`src/rtl/minmax_pkg.sv`:
```
`default_nettype none
// +----------------------------------------------------------------------+
// | minmax_pkg                                                           |
// | Shared types and constants for the burst min/max stream controller.  |
// | Rev 1.0                                                              |
// +----------------------------------------------------------------------+
package minmax_pkg;

  localparam int DEF_DATA_W = 8;
  localparam int DEF_CNT_W  = 8;

  // Fill bits replicated to the sample width when a burst starts
  localparam logic MIN_INIT = 1'b1;
  localparam logic MAX_INIT = 1'b0;

  typedef enum logic [1:0] {
    IDLE = 2'd0,
    RUN  = 2'd1,
    DONE = 2'd2
  } state_t;

endpackage
`default_nettype wire

```
`src/rtl/minmax_cmp_core.sv`:
```
`default_nettype none
// +----------------------------------------------------------------------+
// | minmax_cmp_core                                                      |
// | Strict unsigned compare of one sample against running min/max.       |
// | Rev 1.0                                                              |
// +----------------------------------------------------------------------+
module minmax_cmp_core
  import minmax_pkg::*;
#(
  parameter int DATA_W = DEF_DATA_W
) (
  input  logic [DATA_W-1:0] d,
  input  logic [DATA_W-1:0] cur_min,
  input  logic [DATA_W-1:0] cur_max,
  output logic [DATA_W-1:0] nxt_min,
  output logic [DATA_W-1:0] nxt_max,
  output logic              upd_min,
  output logic              upd_max
);

  // Strict compares so ties keep the first occurrence
  assign upd_min = (d < cur_min);
  assign upd_max = (d > cur_max);
  assign nxt_min = upd_min ? d : cur_min;
  assign nxt_max = upd_max ? d : cur_max;

endmodule
`default_nettype wire

```
`src/rtl/min_max_stream_ctrl.sv`:
```
`default_nettype none
// +----------------------------------------------------------------------+
// | min_max_stream_ctrl                                                  |
// | Accepts a burst of samples and reports its unsigned min and max.     |
// | Optional macro ARGMINMAX_EN adds min_idx/max_idx outputs.            |
// | Rev 1.0                                                              |
// +----------------------------------------------------------------------+
module min_max_stream_ctrl
  import minmax_pkg::*;
#(
  parameter int DATA_W = DEF_DATA_W,
  parameter int CNT_W  = DEF_CNT_W
) (
  input  logic              clk,
  input  logic              rst,
  input  logic              start,
  input  logic [CNT_W-1:0]  len,
  input  logic              s_valid,
  input  logic [DATA_W-1:0] s_data,
  output logic              s_ready,
  output logic              busy,
  output logic              done,
  output logic              empty,
`ifdef ARGMINMAX_EN
  output logic [CNT_W-1:0]  min_idx,
  output logic [CNT_W-1:0]  max_idx,
`endif
  output logic [DATA_W-1:0] min,
  output logic [DATA_W-1:0] max
);

  localparam logic [DATA_W-1:0] c_min_init = {DATA_W{MIN_INIT}};
  localparam logic [DATA_W-1:0] c_max_init = {DATA_W{MAX_INIT}};

  state_t              r_state;
  state_t              w_state_nxt;
  logic [CNT_W-1:0]    r_len;
  logic [CNT_W-1:0]    r_count;
  logic [DATA_W-1:0]   r_min;
  logic [DATA_W-1:0]   r_max;
  logic                r_empty;
  logic [DATA_W-1:0]   w_nxt_min;
  logic [DATA_W-1:0]   w_nxt_max;
  logic                w_upd_min;
  logic                w_upd_max;
  logic                w_beat;
  logic                w_last;
  logic                w_accept;

  assign w_accept = (r_state == IDLE) && start;
  assign w_beat   = s_valid && s_ready;
  // Terminal beat is detected by compare, so the counter never reaches 2**CNT_W
  assign w_last   = (r_count == (r_len - CNT_W'(1)));

  minmax_cmp_core #(
    .DATA_W (DATA_W)
  ) u_cmp (
    .d       (s_data),
    .cur_min (r_min),
    .cur_max (r_max),
    .nxt_min (w_nxt_min),
    .nxt_max (w_nxt_max),
    .upd_min (w_upd_min),
    .upd_max (w_upd_max)
  );

  always_ff @(posedge clk or posedge rst) begin
    if (rst) begin
      r_state <= IDLE;
    end else begin
      r_state <= w_state_nxt;
    end
  end

  always_comb begin
    w_state_nxt = r_state;
    case (r_state)
      IDLE: begin
        if (start) begin
          w_state_nxt = (len == '0) ? DONE : RUN;
        end
      end
      RUN: begin
        if (w_beat && w_last) begin
          w_state_nxt = DONE;
        end
      end
      DONE:    w_state_nxt = IDLE;
      default: w_state_nxt = IDLE;
    endcase
  end

  always_comb begin
    s_ready = 1'b0;
    busy    = 1'b0;
    done    = 1'b0;
    case (r_state)
      RUN: begin
        s_ready = 1'b1;
        busy    = 1'b1;
      end
      DONE: begin
        busy = 1'b1;
        done = 1'b1;
      end
      default: ;
    endcase
  end

  always_ff @(posedge clk or posedge rst) begin
    if (rst) begin
      r_len   <= '0;
      r_count <= '0;
      r_min   <= '0;
      r_max   <= '0;
      r_empty <= 1'b0;
    end else if (w_accept) begin
      r_len   <= len;
      r_count <= '0;
      r_min   <= c_min_init;
      r_max   <= c_max_init;
      r_empty <= (len == '0);
    end else if (w_beat) begin
      r_count <= r_count + CNT_W'(1);
      r_min   <= w_nxt_min;
      r_max   <= w_nxt_max;
    end
  end

  assign min   = r_min;
  assign max   = r_max;
  assign empty = r_empty;

`ifdef ARGMINMAX_EN
  logic [CNT_W-1:0] r_min_idx;
  logic [CNT_W-1:0] r_max_idx;

  always_ff @(posedge clk or posedge rst) begin
    if (rst) begin
      r_min_idx <= '0;
      r_max_idx <= '0;
    end else if (w_accept) begin
      r_min_idx <= '0;
      r_max_idx <= '0;
    end else if (w_beat) begin
      if (w_upd_min) r_min_idx <= r_count;
      if (w_upd_max) r_max_idx <= r_count;
    end
  end

  assign min_idx = r_min_idx;
  assign max_idx = r_max_idx;
`else
  logic w_unused_upd;
  assign w_unused_upd = w_upd_min ^ w_upd_max;
`endif

endmodule
`default_nettype wire

```
`config.mk`:
```
export PLATFORM = sky130hd
export DESIGN_NAME = min_max_stream_ctrl
export DESIGN_NICKNAME = d
export VERILOG_FILES = /design/src/rtl/minmax_pkg.sv /design/src/rtl/minmax_cmp_core.sv /design/src/rtl/min_max_stream_ctrl.sv
export SDC_FILE = /design/constraint.sdc
export NUM_CORES = 1
export LEC_CHECK = 0
export BUFFER_PORTS_ARGS = -buffer_cell sky130_fd_sc_hd__buf_4
export CAP_MARGIN = 20
export CORE_ASPECT_RATIO = 0.5
export CORE_MARGIN = 5
export CORE_UTILIZATION = 56
export CTS_CLUSTER_SIZE = 14
export DETAILED_ROUTE_END_ITERATION = 16
export GPL_ROUTABILITY_DRIVEN = 0
export PLACE_DENSITY_LB_ADDON = 0.25
export SLEW_MARGIN = 5
export SYNTH_ARGS = -nofsm -noshare
export SYNTH_HDL_FRONTEND = slang
export SYNTH_SLANG_ARGS = --single-unit
```
`constraint.sdc`:
```
create_clock -name clk -period 2.9 [get_ports clk]
set_clock_uncertainty 0.2 [all_clocks]
set_input_delay 0.29 -clock clk [delete_from_list [all_inputs] [get_ports clk]]
set_output_delay 0.29 -clock clk [all_outputs]
set_load 0.05 [all_outputs]
```
Yosys cells after proc, flatten, opt, wreduce, memory -nomap -nowiden
Index checks and enable logic that the tools add are counted.
Storage, ports and cells
  register bits after elaboration: 35
  output and inout port bits: 20
Cells by class
  $add $sub $neg: 2
  order comparisons: 2
  equality and inequality tests: 5
  muxes and demuxes: 15
  reductions and logical operators: 12
Operator list (number)
  $mux 8: 8
  $add 8x1->8 const B: 1
  $eq 8x8->1: 1
  $gt 8x8->1: 1
  $logic_not 8->1: 1
  $lt 8x8->1: 1
  $sub 8x1->8 const B: 1
  $mux 2: 3
  $reduce_and 2->1: 3
  $reduce_bool 2->1: 3
  $ne 2x2->1 const B: 2
  $pmux 2 s2: 1
  $logic_and 1x1->1: 3
  $mux 1: 3
  $eq 2x1->1 const B: 1
  $eq 2x2->1 const B: 1
  $logic_not 2->1: 1
  $reduce_or 2->1: 1

Logic depth before layout (Yosys ltp)
  depth in word-level cells: 6
  depth in mapped cells: 9
  gate-level depth less buffers: 8

Hierarchy
Synthesis repeated with hierarchy kept, for this count alone.
Unflattened totals
  cells, all modules: 266
  area, all modules: 2374.8 sq um
Modules (own cells, without submodules)
  min_max_stream_ctrl: times used 1, cells each 198, area each 1788.0 sq um, sequential area each 875.8 sq um
  minmax_cmp_core: times used 1, cells each 68, area each 586.8 sq um, sequential area each 0.0 sq um

Worst setup path after synthesis
Ideal clock, no wire load.
  path kind: flip-flop to flip-flop
  from: register r_max[5] (netlist: max[5])
  to: register r_max[0] (netlist: max[0])
  setup time: 96 ps
  arrival: 2371 ps
  setup slack: 233 ps
  cell stages (with the launch flop): 10
  buffers on the path: 1
  cells stage by stage: dfrtp_1 -> inv_1 -> ha_1 -> a21o_1 -> a21oi_1 -> nor2b_1 -> o31ai_1 -> clkbuf_1 -> nand3_1 -> o31ai_1
Between the ends
  longest elaborated chain between the ends: 3
RTL lines
  from (decl): RTL line min_max_stream_ctrl.sv:40  | logic [DATA_W-1:0] r_max;
  from (signal assigned): RTL line min_max_stream_ctrl.sv:121  | r_max <= c_max_init;
  from (signal assigned): RTL line min_max_stream_ctrl.sv:126  | r_max <= w_nxt_max;
  $gt 8x8->1: RTL line minmax_cmp_core.sv:23  | assign upd_max = (d > cur_max);
  $reduce_bool 2->1 (no line)
  $reduce_and 2->1 (no line)
No other way between the ends.
A chain may end at the register's enable or synchronous reset.

Final worst setup path
  from: register r_len[0]
  to: register r_state[1]
Between the ends
  longest elaborated chain between the ends: 5
RTL lines
  from (decl): RTL line min_max_stream_ctrl.sv:37  | logic [CNT_W-1:0] r_len;
  from (signal assigned): RTL line min_max_stream_ctrl.sv:118  | r_len <= len;
  $sub 8x1->8: RTL line min_max_stream_ctrl.sv:53  | assign w_last = (r_count == (r_len - CNT_W'(1)));
  $eq 8x8->1: RTL line min_max_stream_ctrl.sv:53
  $logic_and 1x1->1: RTL line min_max_stream_ctrl.sv:84  | if (w_beat && w_last) begin
  $ne 2x2->1 (no line)
  $reduce_and 2->1 (no line)
  to (signal assigned): RTL line min_max_stream_ctrl.sv:71  | r_state <= w_state_nxt;
  to (decl): RTL line min_max_stream_ctrl.sv:35  | state_t r_state;
No other way between the ends.

==> results.cfg <==
[outcome]
status = finished clean

[floorplan]
initial_core_util_pct = 57.36
io_pins = 40
row_count = 16
core-area_um2 = 3844
dieWidth_um = 98.74
die_area_um2 = 5368
die_h_um = 54.37

[finish]
mostFrequentLayoutCell = buf_4
final_layout_size_suffix_gt1_share_pct = 19.06
seqCellArea_um2 = 875.8
fillers = 311
nNetsFinal = 339
diodes = 0
area_delta_synth_final_pct = 22.25
final_cell_mix = buf_4 (43), nand2_1 (42), dfrtp_1 (35)
multi_input_area_um2 = 1216

[timing]
layout_min_cycle_time_ns = 2.383
setup_viol = 0
rsz0062_at_grt = false
worst_pin_slew_ns = 0.7370
drv_slew = 0
max_slew_margin_pct = 50.49
finalHoldViolCount = 0
fin_hold_ws_ns = 0.007570
setup_tns_ns = 0
fin_crit_sh_pct = 82.16
max_freq_ghz = 0.4197

[synthesis]
synth.ff_latch_count = 35
syn-instance-count = 253
async_flop_share_pct = 100.0
synthDistinctLibCells = 39
synth-seq-area-share_pct = 39.73
synthFlopType = dfrtp_1
netlist_top_cells_area = dfrtp_1 (40%), ha_1 (11%), nand2_1 (7.2%)
synth_top_cell_by_area = dfrtp_1
synth-edff-count = 0
synth_top_area_share_pct = 39.73
syn_area_um2 = 2205
yosysWarnings = 0
avgSynthCellArea_um2 = 8.714
synth_nets = 293

[place]
io_buffer_count = 39
post-dp-hpwl_mm = 3.586

[routing]
wl_per_cell_um = 14.19
wirelength_mm = 5.008
detail_route.drc_violations = 0
drt_iter0_drc = 78
ant_nets = 0
drt-pass1-iter-count = 4
routed_via_density = 5.527
via_count = 1951

[job]
maxCapViolations = 0

[cts]
clockBufferDepth = 2
cts-root-buf = clkbuf_8
cts_sinks = 35
cts_buffers = 5
cts_tree = done
clk_pin_slew_ns = 0.07
clkLatencyLatePin_ns = 0.29
htreeDepth = 2

[setup_path]
path_class = register to register
endpoint_kind = register
crit_fanout = 5
crit_required_ns = 2.90
start_kind = register
cp.arrival_ns = 2.38

[power]
p_int_mw = 1.382
total_power_mw = 2.683
seqPwrFrac_pct = 30.3
p_clk_share_pct = 13.6
sw_frac_of_total_pct = 48.47
max-vdd-ir-drop_v = 0.0005983
powerDensity_nw_per_um2 = 995.5
p_sw_mw = 1.301
leakage_nw = 1.287
p_comb_share_pct = 56.1

[grt]
antenna_found_initial = 0
grt_overflow_total = 0
gr-usage-all-layers_pct = 20.39
grt_first_pass_wirelength_mm = 8.556
grt_max_degree = 36
grt_pass1_vias = 1968

[min_path]
hp-class = input port to register
## cell usage after synthesis, types with 5 or more instances
cell type and n:
a21oi_1 9, xor2_1 6, clkbuf_1 8, o21ai_1 10, nand2_1 42, xnor2_1 10, dfrtp_1 35, o21ai_0 13
nand3_1 26, nor2_1 10, inv_1 20, nand4_1 5, ha_1 20
## kinds of logic (layout without fill, tap and decap cells)
kind of cell / after synthesis / count (layout) / synth area share (%)
adder cells (fa/ha/maj): 20 / 20 / 11.35
AND/OR/NAND/NOR: 107 / 107 / 24.46
AO/OA/AOI/OAI: 46 / 46 / 13.00
XOR/XNOR: 16 / 16 / 6.356
flip-flops: 35 / 35 / 39.73
buffers and inverters: 29 / 75 / 5.108
## power by group through the flow
stage	Combinational, mW	Sequential (mW)	Clock (mW)
6_report	1.51	0.814	0.364
3_3_place_gp	1.45	0.810	0
3_5_place_dp	1.49	0.821	0
2_1_floorplan	0.860	1.08	0
5_1_grt	1.65	0.840	0.394
4_1_cts	1.52	0.811	0.370
## registers in the layout, summed over array words and instances, names as in the netlist
| signal | cells |
|---|---|
| max | 8 |
| empty | 1 |
| r_len | 8 |
| min | 8 |
| r_count | 8 |
| r_state | 2 |
## path summary, 6_finish.rpt
kind	start	end	slack [ns]	cells past startpoint
setup / recovery	r_len[0]	r_state[1]	0.52	5
hold / removal	len[2]	r_len[2]	0.008	3
setup reg to reg	r_len[0]	r_state[1]	0.52	5
hold reg to reg	empty	empty	0.31	2
max in group asynchronous	rst	min[6]	1.71	4
min in group asynchronous	rst	max[1]	0.47	4
## repair_timing
action | CTS | global route
hold endpoints to repair | 39 | 0
hold buffers | 5 | 0
setup endpoints to repair | 0 | 0
gates resized for setup | 0 | 0
buffers inserted | 0 | 0
## layout make-up
type                       instances  area share, %
sequential                        35          32.50
clock buffer                       6          3.064
clock inverter                     1         0.1857
tap                               54          2.507
inverter                          20          2.786
timing repair buffer              48          13.83
multi-input combinational        189          45.13
## metal layers
metal	wire length, µm	up-vias	track usage (%)	part of all wire (%)
met5	0	-	0	0
met1	2183	938	23.13	44
met3	207	11	4.453	4.1
li1	-	965	-	-
met2	2550	37	39.49	51
met4	67	0	7.029	1.3
## worst max-delay path, stage by stage, from the launching register on
cell and delay [ns]:
dfrtp_1 0.42, or4_4 0.58, or4b_4 0.53, a21oi_2 0.14, o211ai_2 0.14, a311oi_2 0.28
## through the flow
step | util (%) | area (µm²) | std cells | worst slack, ns
after CTS | 70.12 | 2695 | 353 | 0.4945
final | 70.12 | 2695 | 353 | 0.5175
after global routing | 70.12 | 2695 | 353 | 0.3912
after global placement | 66.54 | 2557 | 341 | 0.5707
after detailed placement | 66.54 | 2557 | 341 | 0.5097
after floorplan | - | 2205 | 253 | 0.2333
(Power assumes the default switching activity.)
